<file path="src/rtl/lotr_debounce_pkg.sv">
// lotr_debounce_pkg: shared FSM state type and default parameters for the input debouncer
package lotr_debounce_pkg;
    typedef enum logic [1:0] {STABLE_LO, ARM_HI, STABLE_HI, ARM_LO} t_db_state;
    localparam int DB_DEF_STABLE_CYCLES = 25000;
    localparam logic [11:0] DB_DEF_INV_MASK = 12'h003;
endpackage

</file>
<file path="src/rtl/lotr_debounce_bit.sv">
// lotr_debounce_bit: one-input synchroniser, stability FSM and optional pulse flops (LOTR_DEBOUNCE_PULSE_EN)
module lotr_debounce_bit
    import lotr_debounce_pkg::*;
#(
    parameter int STABLE_CYCLES = DB_DEF_STABLE_CYCLES,
    parameter int CNT_W = $clog2(STABLE_CYCLES)
) (
    input  logic clk_i,
    input  logic rst_i,
    input  logic raw_i,
    output logic level_o,
    output logic rise_o,
    output logic fall_o
`ifdef LOTR_DEBOUNCE_PULSE_EN
    ,
    output logic chg_o
`endif
);
    localparam logic [CNT_W-1:0] LAST = CNT_W'(STABLE_CYCLES - 1);
    t_db_state state_q, state_d;
    logic [CNT_W-1:0] cnt_q, cnt_d;
    logic sync1_q, sync2_q, level_q, level_d;
    // synchroniser, FSM state, qualification counter and registered level
    always_ff @(posedge clk_i) begin
        if (rst_i) begin
            sync1_q <= 1'b0;
            sync2_q <= 1'b0;
            state_q <= STABLE_LO;
            cnt_q   <= '0;
            level_q <= 1'b0;
        end else begin
            sync1_q <= raw_i;
            sync2_q <= sync1_q;
            state_q <= state_d;
            cnt_q   <= cnt_d;
            level_q <= level_d;
        end
    end
    // a new level must persist for STABLE_CYCLES synchronised cycles; any reversal rearms
    always_comb begin
        state_d = state_q;
        cnt_d   = '0;
        level_d = level_q;
        case (state_q)
            STABLE_LO: if (sync2_q) begin
                state_d = ARM_HI;
                cnt_d   = CNT_W'(1);
            end
            ARM_HI: if (!sync2_q) state_d = STABLE_LO;
                else if (cnt_q == LAST) begin
                    state_d = STABLE_HI;
                    level_d = 1'b1;
                end else cnt_d = cnt_q + 1'b1;
            STABLE_HI: if (!sync2_q) begin
                state_d = ARM_LO;
                cnt_d   = CNT_W'(1);
            end
            ARM_LO: if (sync2_q) state_d = STABLE_HI;
                else if (cnt_q == LAST) begin
                    state_d = STABLE_LO;
                    level_d = 1'b0;
                end else cnt_d = cnt_q + 1'b1;
            default: state_d = STABLE_LO;
        endcase
    end
    assign level_o = level_q;
`ifdef LOTR_DEBOUNCE_PULSE_EN
    logic rise_q, fall_q;
    // edge pulses registered alongside the level so they land in its first new cycle
    always_ff @(posedge clk_i) begin
        rise_q <= rst_i ? 1'b0 : level_d & ~level_q;
        fall_q <= rst_i ? 1'b0 : ~level_d & level_q;
    end
    assign rise_o = rise_q;
    assign fall_o = fall_q;
    assign chg_o  = level_d ^ level_q;
`else
    assign rise_o = 1'b0;
    assign fall_o = 1'b0;
`endif
endmodule

</file>
<file path="src/rtl/lotr_io_debounce.sv">
// lotr_io_debounce: polarity-normalised debounced board inputs; pulses built only with LOTR_DEBOUNCE_PULSE_EN
module lotr_io_debounce
    import lotr_debounce_pkg::*;
#(
    parameter int NUM_IN = 12,
    parameter int STABLE_CYCLES = DB_DEF_STABLE_CYCLES,
    parameter logic [NUM_IN-1:0] INV_MASK = NUM_IN'(DB_DEF_INV_MASK),
    parameter int CNT_W = $clog2(STABLE_CYCLES)
) (
    input  logic              QClk,
    input  logic              RstQnnnH,
    input  logic [NUM_IN-1:0] RawIn,
    output logic [NUM_IN-1:0] DbLevel,
    output logic [NUM_IN-1:0] DbRise,
    output logic [NUM_IN-1:0] DbFall,
    output logic              DbAnyChange
);
    logic [NUM_IN-1:0] raw_n;
    assign raw_n = RawIn ^ INV_MASK;
`ifdef LOTR_DEBOUNCE_PULSE_EN
    logic [NUM_IN-1:0] chg;
    logic any_q;
    // summary change flag registered in the same cycle as the per-bit pulses
    always_ff @(posedge QClk) begin
        any_q <= RstQnnnH ? 1'b0 : |chg;
    end
    assign DbAnyChange = any_q;
`else
    assign DbAnyChange = 1'b0;
`endif
    for (genvar i = 0; i < NUM_IN; i++) begin : g_bit
        lotr_debounce_bit #(
            .STABLE_CYCLES(STABLE_CYCLES),
            .CNT_W(CNT_W)
        ) u_bit (
            .clk_i(QClk),
            .rst_i(RstQnnnH),
            .raw_i(raw_n[i]),
            .level_o(DbLevel[i]),
            .rise_o(DbRise[i]),
            .fall_o(DbFall[i])
`ifdef LOTR_DEBOUNCE_PULSE_EN
            ,
            .chg_o(chg[i])
`endif
        );
    end
endmodule

</file>
<file path="config.mk">
export PLATFORM = sky130hd
export DESIGN_NAME = lotr_io_debounce
export DESIGN_NICKNAME = d
export VERILOG_FILES = /design/src/rtl/lotr_debounce_pkg.sv /design/src/rtl/lotr_debounce_bit.sv /design/src/rtl/lotr_io_debounce.sv
export SDC_FILE = /design/constraint.sdc
export NUM_CORES = 1
export LEC_CHECK = 0
export CORE_ASPECT_RATIO = 0.5
export CORE_MARGIN = 4
export CORE_UTILIZATION = 45
export DETAILED_ROUTE_END_ITERATION = 10
export GPL_ROUTABILITY_DRIVEN = 0
export PLACE_DENSITY_LB_ADDON = 0.3
export SYNTH_ARGS = -nofsm -noshare
export SYNTH_HDL_FRONTEND = slang
export SYNTH_HIERARCHICAL = 1
export SYNTH_SLANG_ARGS = --single-unit
</file>
<file path="constraint.sdc">
create_clock -name QClk -period 1.9 [get_ports QClk]
set_input_delay 0.19 -clock QClk [delete_from_list [all_inputs] [get_ports QClk]]
set_output_delay 0.19 -clock QClk [all_outputs]
set_load 0.01 [all_outputs]
</file>
==> impl_metrics.py <==
metrics = {
    "status": {
        "outcome": "finished clean",
    },
    "clocking": {
        "clk_pin_slew_ps": 60,
        "cts_hold_buf": 0,
        "cts_buffer_depth": 3,
        "cts_resized": 0,
        "cts_tree": "yes",
        "cts.sinks": 240,
        "clockRootBuffer": "clkbuf_16",
        "cts_setup_buffers": 0,
        "cts_made_buffers": 22,
        "clock_latency_ps": 500,
        "h-tree-depth": 1,
    },
    "sta": {
        "fmax_ghz": 0.548,
        "period_share": 0.961,
        "period_minus_slack_ps": 1830,
        "hold_viol": 0,
        "setup_viol_count_final": 0,
        "clock_skew_ps": 5.68,
        "hold_ws_ps": 87.8,
        "tns_ps": 0,
        "drv_slew": 0,
    },
    "final_layout": {
        "nFillCells": 2107,
        "stdcell_count": 1562,
        "insertedDiodeCount": 0,
        "multi_input_area_mm2": 0.00560,
        "drive_gt1_frac": 0.112,
        "seq_area_mm2": 0.00480,
        "finalNetCount": 1265,
        "area_growth_pct": 12.9,
    },
    "placed_design": {
        "port_buffers": 25,
        "dp.cells": 1521,
        "dp_hpwl_um": 13100,
    },
    "synthesis": {
        "synth.distinct_cells": 53,
        "avgSynthCellArea_um2": 9.21,
        "synth-edff-count": 0,
        "ys_warn_count": 6,
        "synth_seq_cells": 240,
        "ys_seq_area_frac": 0.442,
        "ys.flop_type": "dfxtp_1",
        "syn_inst": 1180,
        "async_flop_share": 0,
        "syn_area_mm2": 0.0109,
    },
    "floorplanning": {
        "core.rowCount": 39,
        "die_w_um": 228,
        "start_util": 0.467,
        "io_pins": 51,
        "fp.dieH_um": 118,
        "die_area_mm2": 0.0268,
        "core_area_mm2": 0.0233,
    },
    "grt": {
        "use_met2": 0.244,
        "grt_overflow": 0,
        "grt_start_max_net_pins": 32,
        "first_global_vias": 7656,
        "grt_busiest_layer": "met2",
        "grt_use_met1": 0.176,
        "grt.met3_usage": 0.0235,
        "antenna_found_initial": 0,
        "grt_usage": 0.138,
        "grt_pass1_wl_um": 33500,
    },
    "drt": {
        "drcViolationCount": 0,
        "drtAntennaViolNets": 0,
        "drtPass1Iterations": 5,
        "wl_per_cell_um": 12.0,
        "wl_um": 18700,
        "vias_per_cell": 5.04,
        "dr.first_iter.drc_count": 460,
        "num_vias": 7874,
    },
    "flow_run": {
        "maxCapViolCount": 0,
    },
    "hold_path": {
        "holdPathStages": 2,
        "hold_path.class": "in -> reg",
    },
    "critical_path": {
        "reg2reg_depth": 4,
        "cp-start-kind": "register",
        "cp_max_fo": 14,
        "critical_path.top_delay_family": "simple AND/OR/NAND/NOR gates",
        "path_buf_inv": 0,
        "worst-path-stages": 4,
        "path_common_cell": "or4_4",
        "worst-setup-path-type": "reg -> reg",
        "cp_data_required_time_ps": 2280,
        "endpoint_kind": "register",
        "worstPathArrival_ps": 2210,
        "worstPathCellList": "or4_4 > or4_4 > nand4b_4 > nor2_1",
        "crit_slowest_cell": "or4_4",
        "max_stage_delay_ps": 550,
    },
    "power": {
        "p_leak_nw": 4.10,
        "peakVddDrop_v": 0.000429,
        "power_density_mw_per_mm2": 798,
    },
}
==> kinds of logic (layout without fill, tap and decap cells) <==
logic type / Yosys count / after routing / share of synthesized area
xor+xnor: 159 / 159 / 0.128
flops: 240 / 240 / 0.442
mux: 12 / 12 / 0.0111
other cells: 13 / 25 / 0.00449
compound gates: 54 / 54 / 0.0265
simple gates: 595 / 596 / 0.325
buf+inv: 95 / 157 / 0.0489
fa+ha+maj: 12 / 12 / 0.0138
==> per-stage QoR <==
stage	total power [mW]	setup WS, ps	cell area, µm²	util
floorplan	5.40	69.8	10900	-
global placement	5.49	109	11500	0.494
detailed placement	5.50	80.6	11500	0.494
CTS	9.94	68.6	12200	0.526
global route	10.2	-17.2	12300	0.527
finish	9.79	73.6	12300	0.527
==> worst paths after layout <==
kind / from / end / slack, ps
setup / recovery: g_bit[4].u_bit/cnt_q[3]$_SDFF_PP0_ / g_bit[4].u_bit/cnt_q[2]$_SDFF_PP0_ / 70
hold / removal: RstQnnnH / register / 90
setup reg to reg: g_bit[4].u_bit/cnt_q[3]$_SDFF_PP0_ / g_bit[4].u_bit/cnt_q[2]$_SDFF_PP0_ / 70
hold reg to reg: g_bit[3].u_bit/sync1_q$_SDFF_PP0_ / g_bit[3].u_bit/sync2_q$_SDFF_PP0_ / 440
==> per-layer routing <==
layer | share of wire | wire [µm] | vias to the layer above
met2 | 0.47 | 8890 | 92
met4 | 0.019 | 350 | 0
li1 | - | - | 4107
met1 | 0.48 | 8910 | 3643
met3 | 0.031 | 573 | 32
met5 | 0 | 0 | -
==> Yosys cell counts, drive strengths merged, types with 12 or more instances <==
cell    instances  area (µm²)
a31oi          12        75.1
nand2          32         123
nor3           39         195
xor2           36         315
nand2b         28         175
conb           13        48.8
ha             12         150
or3            17         106
dfxtp         240        4800
nand3          79         405
nand3b         12         103
o21ai          23         115
a21oi          18        90.1
xnor2         123        1080
nor4           45         387
nand4          33         236
nand4b         18         293
buf            37         313
nor2          210         793
or4            18         199
nor2b          25         156
mux2i          12         120
inv            57         214
==> flip-flops by register name (all words and copies together), names as in the netlist, named ones only <==
name / count
g_bit.u_bit/cnt_q: 180
g_bit.u_bit/level_o: 12
g_bit.u_bit/state_q: 12
g_bit.u_bit/sync1_q: 12
g_bit.u_bit/sync2_q: 12
==> cell usage in the layout, fill, tap and decap left out, types with 12 or more instances in the layout <==
cell type        netlist  layout
nand2b_1              28      28
clkbuf_16              0      23
nand2_1               31      31
a21oi_1               18      18
nor4_1                31      30
nor3_1                39      39
clkdlybuf4s50_1        0      24
ha_1                  12      12
nor2_1               208     208
conb_1                13      25
nand3_1               77      77
or4_4                 17      17
nor2b_1               25      25
nor4_2                12      13
mux2i_1               12      12
buf_4                 26      34
nand4_1               31      31
dfxtp_1              240     240
a31oi_1               12      12
xnor2_1              123     123
or3_1                 17      17
xor2_1                36      36
inv_1                 57      57
o21ai_0               23      23
==> layout make-up <==
type	count	share of cell area
clock buffers	29	0.0537
clock inverters	11	0.00653
inverters	57	0.0174
multi-input cells	858	0.457
flip-flops and latches	240	0.392
well taps	307	0.0313
repair buffers	60	0.0424
==> report_power, final <==
part,internal [mW],switching (mW)
sequential,5.09,0.0471
clock,2.57,1.84
combinational,0.125,0.118
(Power assumes the default switching activity.)
